<file path="config.mk">
export PLATFORM = sky130hd
export DESIGN_NAME = sipo_frame_ctrl_flat
export DESIGN_NICKNAME = d
export VERILOG_FILES = /design/src/rtl/sipo_pkg.sv /design/src/rtl/sipo_frame_ctrl_if.sv /design/src/rtl/sipo_shift_reg.sv /design/src/rtl/sipo_frame_ctrl.sv /design/src/flat_wrapper.sv
export SDC_FILE = /design/constraint.sdc
export NUM_CORES = 1
export LEC_CHECK = 0
export BUFFER_PORTS_ARGS = -buffer_cell sky130_fd_sc_hd__buf_2
export CAP_MARGIN = 5
export CORE_MARGIN = 5
export CORE_UTILIZATION = 49
export DETAILED_ROUTE_END_ITERATION = 10
export PLACE_DENSITY_LB_ADDON = 0.12
export SLEW_MARGIN = 20
export SYNTH_ARGS = -nofsm -noshare
export SYNTH_HDL_FRONTEND = slang
export SYNTH_SLANG_ARGS = --single-unit
export TNS_END_PERCENT = 20
</file>
<file path="constraint.sdc">
create_clock -name clk -period 1.3 [get_ports clk]
set_input_delay 0.065 -clock clk [delete_from_list [all_inputs] [get_ports clk]]
set_output_delay 0.065 -clock clk [all_outputs]
set_load 0.1 [all_outputs]
</file>
<file path="src/rtl/sipo_pkg.sv">
// Shared types and limits for the SIPO frame controller.
package sipo_pkg;

   typedef enum logic [1:0] {
      IDLE  = 2'd0,
      SHIFT = 2'd1,
      DONE  = 2'd2
   } sipo_state_e;

   localparam int MIN_WIDTH = 2;
   localparam int MAX_WIDTH = 32;

endpackage

</file>
<file path="src/rtl/sipo_frame_ctrl_if.sv">
// Word handoff channel: holding register towards the consumer.
interface sipo_frame_ctrl_if #(
   parameter int WIDTH = 4
);
   logic [WIDTH-1:0] word_out;
   logic             word_valid;
   logic             word_ready;

   modport master (
      output word_out,
      output word_valid,
      input  word_ready
   );

   modport slave (
      input  word_out,
      input  word_valid,
      output word_ready
   );
endinterface

</file>
<file path="src/rtl/sipo_shift_reg.sv">
// WIDTH-bit serial-in/parallel-out register, new bits enter at the MSB.
module sipo_shift_reg #(
   parameter int WIDTH = 4
) (
   input  logic             clk,
   input  logic             rst,
   input  logic             load_en,
   input  logic             shift_en,
   input  logic             bit_i,
   output logic [WIDTH-1:0] q_o
);
   logic [WIDTH-1:0] q_q;

   // load wipes the history of any earlier partial frame
   always_ff @(posedge clk) begin
      if (rst) begin
         q_q <= '0;
      end else if (load_en) begin
         q_q <= {bit_i, {(WIDTH-1){1'b0}}};
      end else if (shift_en) begin
         q_q <= {bit_i, q_q[WIDTH-1:1]};
      end
   end

   assign q_o = q_q;
endmodule

</file>
<file path="src/rtl/sipo_frame_ctrl.sv">
// Frames a strobed serial stream into words and hands them off.
module sipo_frame_ctrl
   import sipo_pkg::*;
#(
   parameter  int WIDTH = 4,
   localparam int CW    = $clog2(WIDTH + 1)
) (
   input  logic          clk,
   input  logic          rst,
   input  logic          bit_in,
   input  logic          bit_valid,
   input  logic          frame_start,
   input  logic          clr_overrun,
   output logic          busy,
   output logic [CW-1:0] bit_cnt,
   output logic          overrun,
   output logic          frame_err,
   sipo_frame_ctrl_if.master wd
);
   if (WIDTH < MIN_WIDTH || WIDTH > MAX_WIDTH) begin : g_bad_width
      $error("sipo_frame_ctrl: WIDTH out of range");
   end

   localparam logic [CW-1:0] FULL = CW'(WIDTH);

   sipo_state_e      state_q;
   logic [CW-1:0]    cnt_q;
   logic [WIDTH-1:0] word_q;
   logic             vld_q;
   logic             ovr_q;
   logic             ferr_q;
   logic [WIDTH-1:0] sreg;
   logic             start;
   logic             shift_en;
   logic             accept;
   logic             drop;
   logic [CW-1:0]    cnt_inc;

   assign start    = bit_valid & frame_start;
   assign shift_en = bit_valid & ~frame_start
                   & (state_q == SHIFT);
   assign accept   = vld_q & wd.word_ready;
   assign drop     = (state_q == DONE) & vld_q
                   & ~wd.word_ready;
   assign cnt_inc  = cnt_q + 1'b1;

   sipo_shift_reg #(.WIDTH(WIDTH)) u_sreg (
      .clk      (clk),
      .rst      (rst),
      .load_en  (start),
      .shift_en (shift_en),
      .bit_i    (bit_in),
      .q_o      (sreg)
   );

   always_ff @(posedge clk) begin
      if (rst) begin
         state_q <= IDLE;
         cnt_q   <= '0;
         word_q  <= '0;
         vld_q   <= 1'b0;
         ovr_q   <= 1'b0;
         ferr_q  <= 1'b0;
      end else begin
         ferr_q <= 1'b0;
         unique case (state_q)
            IDLE: begin
               if (start) begin
                  state_q <= SHIFT;
                  cnt_q   <= CW'(1);
               end else begin
                  cnt_q   <= '0;
               end
            end
            SHIFT: begin
               if (start) begin
                  cnt_q  <= CW'(1);
                  ferr_q <= 1'b1;
               end else if (bit_valid) begin
                  cnt_q <= cnt_inc;
                  if (cnt_inc == FULL) begin
                     state_q <= DONE;
                  end
               end
            end
            DONE: begin
               if (start) begin
                  state_q <= SHIFT;
                  cnt_q   <= CW'(1);
               end else begin
                  state_q <= IDLE;
                  cnt_q   <= '0;
               end
            end
            default: begin
               state_q <= IDLE;
               cnt_q   <= '0;
            end
         endcase

         // handoff: a pop in the same cycle frees the slot
         if (state_q == DONE && (!vld_q || accept)) begin
            word_q <= sreg;
            vld_q  <= 1'b1;
         end else if (accept) begin
            vld_q  <= 1'b0;
         end

         if (drop) begin
            ovr_q <= 1'b1;
         end else if (clr_overrun) begin
            ovr_q <= 1'b0;
         end
      end
   end

   assign busy          = (state_q == SHIFT);
   assign bit_cnt       = cnt_q;
   assign overrun       = ovr_q;
   assign frame_err     = ferr_q;
   assign wd.word_out   = word_q;
   assign wd.word_valid = vld_q;
endmodule

</file>
<file path="src/flat_wrapper.sv">
// flat-port wrapper written by rule: the top's interface ports become plain ports
module sipo_frame_ctrl_flat import sipo_pkg::*;
#(
   parameter  int WIDTH = 4,
   localparam int CW    = $clog2(WIDTH + 1)
)
  (clk, rst, bit_in, bit_valid, frame_start, clr_overrun, busy, bit_cnt, overrun, frame_err, wd_word_out, wd_word_valid, wd_word_ready);
  sipo_frame_ctrl_if #(.WIDTH(WIDTH)) wd_i ();
  input  logic clk;
  input  logic rst;
  input  logic bit_in;
  input  logic bit_valid;
  input  logic frame_start;
  input  logic clr_overrun;
  output logic busy;
  output logic [CW-1:0] bit_cnt;
  output logic overrun;
  output logic frame_err;
  output wire logic [$bits(wd_i.word_out)-1:0] wd_word_out;
  output wire logic [$bits(wd_i.word_valid)-1:0] wd_word_valid;
  input wire logic [$bits(wd_i.word_ready)-1:0] wd_word_ready;
  assign wd_word_out = wd_i.word_out;
  assign wd_word_valid = wd_i.word_valid;
  assign wd_i.word_ready = wd_word_ready;
  sipo_frame_ctrl #(.WIDTH(WIDTH)) u_core (.clk(clk), .rst(rst), .bit_in(bit_in), .bit_valid(bit_valid), .frame_start(frame_start), .clr_overrun(clr_overrun), .busy(busy), .bit_cnt(bit_cnt), .overrun(overrun), .frame_err(frame_err), .wd(wd_i));
endmodule
</file>
==> qor.txt <==
Outcome: complete, no violations
Post-layout min period: 1.185 ns
CTS tree: built
Number of synthesized register bits: 16
Worst setup EP type: flop
WL/cell: 12.70 µm
# DRC: 0
Total CTS buffers: 3
Die Area: 0.002257 mm²
Post-synthesis mux area share: 1.452%
RSZ-0062 raised after global routing: no
Drt total wl: 1422 µm
Critical path's slowest cell: dfxtp_4
CP Launch Type: flop
CP arrival: 1.37 ns
Initial core utilization: 52.33%
Worst slack, placed: 0.1281 ns
Fin nets: 107
Synth Area in Simple Gates: 29.95%
HP Start: bit_in
Largest net degree at the start of global routing: 15
Worst setup margin: 0.1151 ns
CP Buf/Inv Count: 0
ANT nets after route: 0
Post-synthesis adder-cell area fraction: 3.630%
Power density cells: 1029 mW/mm²
Sequential share of power: 56.4%
Data required, critical path: 1.48 ns
Final Max Slew Viols: 0
Complex-gate fraction of the synthesized area: 16.15%
CP Cell Sequence: ha_1 > xor2_1 > and4_1 > and2b_1
FF-to-FF Start: u_core.bit_cnt[0]
Final Hold Violating Endpoints: 0
Max incr delay on CP: 0.37 ns
Vias in the first global route: 590
MaxCap Viol Count: 0
Crit path from: u_core.bit_cnt[0]
XOR/XNOR Fraction of Synth Area: 1.270%
Via/cell ratio: 5.411
Tot Pwr: 0.8957 mW
CTS Hold Bufs: 0
# H-tree levels: 1
Switching portion of total power: 26.32%
First-pass iteration count of the detailed router: 4
FMAX: 0.8440 GHz
Mean Syn Cell Area: 9.071 µm²
P_sw: 0.2358 mW
Core ar.: 0.001318 mm²
DR iter-0 viols: 12
Yosys cell types: 23
IO Port Bufs: 17
Crit-path leading delay family: flip-flops
DP Cell Count: 107
Yosys Warn Count: 0
Final Setup Violations: 0
Share of layout cells above drive strength 1: 34.02%
CTS sink cnt: 16
Clock root buffer: clkbuf_4
First-pass GRT wire length: 2470 µm
Sequential share of the synthesized area: 46.46%
Largest fanout on the critical path: 5
Initial antenna violation count: 0
CTS clock-pin slew for the worst setup and hold paths: 0.09 ns
DIE HEIGHT: 47.51 µm
Top cell type's share of synthesized area: 46.46%
Num ports: 18
Final Util: 66.10%
Tcrit/Tclk final: 91.14%
DIE WIDTH: 47.51 µm
Dpl hpwl: 1054 µm
Commonest non-fill, non-tap cell in the layout: buf_2
Crit path kind: flop to flop
Post-DP Area: 835.8 µm²
Syn Inst Count: 76
Routability cong.: 0.7254
Grt ovf: 0
Area growth syn-to-layout: 26.32%
GRT Overall Usage: 15.62%
Clock Power Share: 29.3%
Int Pwr: 0.6599 mW
Fin area: 870.8 µm²
ANT cells: 0
Main combinational cell family by area after synthesis: simple AND/OR/NAND/NOR gates
Setup Skew: 0.005962 ns
Area leader, netlist: dfxtp_1
Comb power frac: 14.3%
Clock tree buffer depth: 2
Hold Crit Class: input port to flop
Mapped Nets: 85
Multi-input logic area: 377.9 µm²
Most frequent cells in the layout: buf_2, dfxtp_1, a21oi_1
LEAKAGE: 0.3663 nW
Peak VDD IR: 0.6185 mV
Syn Std Cell Area: 689.4 µm²
Reg area: 332.8 µm²
Relative slew margins: 67.70%
Final Non-Filler Cells: 112
Setup TNS: 0 ns
Clk_lat worst skew: 0.28 ns
Worst slew pin tran: 0.4879 ns
Ranking of synthesized cells by area: dfxtp_1, nand2b_1, a21oi_1
Via Count: 606
Fill count: 122
Hold slack: 0.03660 ns
# rows: 13
[synthesized netlist by cell type]
| cell | instances |
|---|---|
| dfxtp_1 | 16 |
| a21oi_1 | 8 |
| nand2b_1 | 8 |
| nand3_1 | 7 |
| o21ai_0 | 6 |
| nor2_1 | 5 |
| nor2b_1 | 5 |
| a31oi_1 | 3 |
| nand3b_1 | 3 |
| ha_1 | 2 |
| a211o_1 | 1 |
| a22oi_1 | 1 |
| and2b_1 | 1 |
| and4_1 | 1 |
| clkbuf_1 | 1 |
| inv_1 | 1 |
| mux2i_1 | 1 |
| nand2_1 | 1 |
| nand2b_2 | 1 |
| nor2b_4 | 1 |
| o22ai_1 | 1 |
| or2_2 | 1 |
| xor2_1 | 1 |
[power groups by stage]
stage | logic (mW) | registers, mW | clock network [mW]
global route | 0.137 | 0.507 | 0.293
finish | 0.128 | 0.505 | 0.262
detailed placement | 0.125 | 0.516 | 0
floorplan | 0.0655 | 0.534 | 0
global placement | 0.124 | 0.515 | 0
CTS | 0.126 | 0.504 | 0.270
[layer usage]
| layer | vias to the layer above | wire, µm | GRT usage [%] |
|---|---|---|---|
| met4 | 0 | 13 | 7.182 |
| met3 | 2 | 89 | 4.135 |
| li1 | 313 | - | - |
| met1 | 273 | 651 | 18.91 |
| met2 | 18 | 667 | 25.67 |
| met5 | - | 0 | 0 |
[cell type report]
class,instances,area share [%]
timing repair buffer,18,12.36
inverter,1,0.8621
tap,15,2.155
clock buffer,4,3.017
multi-input combinational,58,43.39
sequential,16,38.22
[what timing repair did]
item	CTS	global route
endpoints found under the setup margin	0	1
gates resized for setup	0	1
setup buffers	0	1
[path summary, 6_finish.rpt]
| path | end | slack (ns) | cells after the start |
|---|---|---|---|
| max reg2reg | u_core.state_q[1] | 0.12 | 4 |
| min | u_core.u_sreg.q_o[3] | 0.04 | 3 |
| max | u_core.state_q[1] | 0.12 | 4 |
| min reg2reg | u_core.wd.word_out[0] | 0.48 | 2 |
[logic make-up (layout without fill, tap and decap cells)]
family,count (synthesis),count (layout)
and+or+nand+nor,34,34
muxes,1,1
buffers and inverters,2,23
xor gates and xnor gates,1,1
adders and majority gates,2,2
AOI/OAI and AO/OA,20,20
DFF,16,16
[flip-flops by register name (all words and copies together) (netlist names)]
signal,flops
u_core.wd.word_out,4
u_core.overrun,1
u_core.wd.word_valid,1
u_core.state_q,2
u_core.bit_cnt,3
u_core.u_sreg.q_o,4
u_core.frame_err,1
[tightest hold or removal path: stages]
cell      delay (ns)
buf_2           0.09
nand2b_1        0.05
mux2i_1         0.05
(Power assumes the default switching activity.)
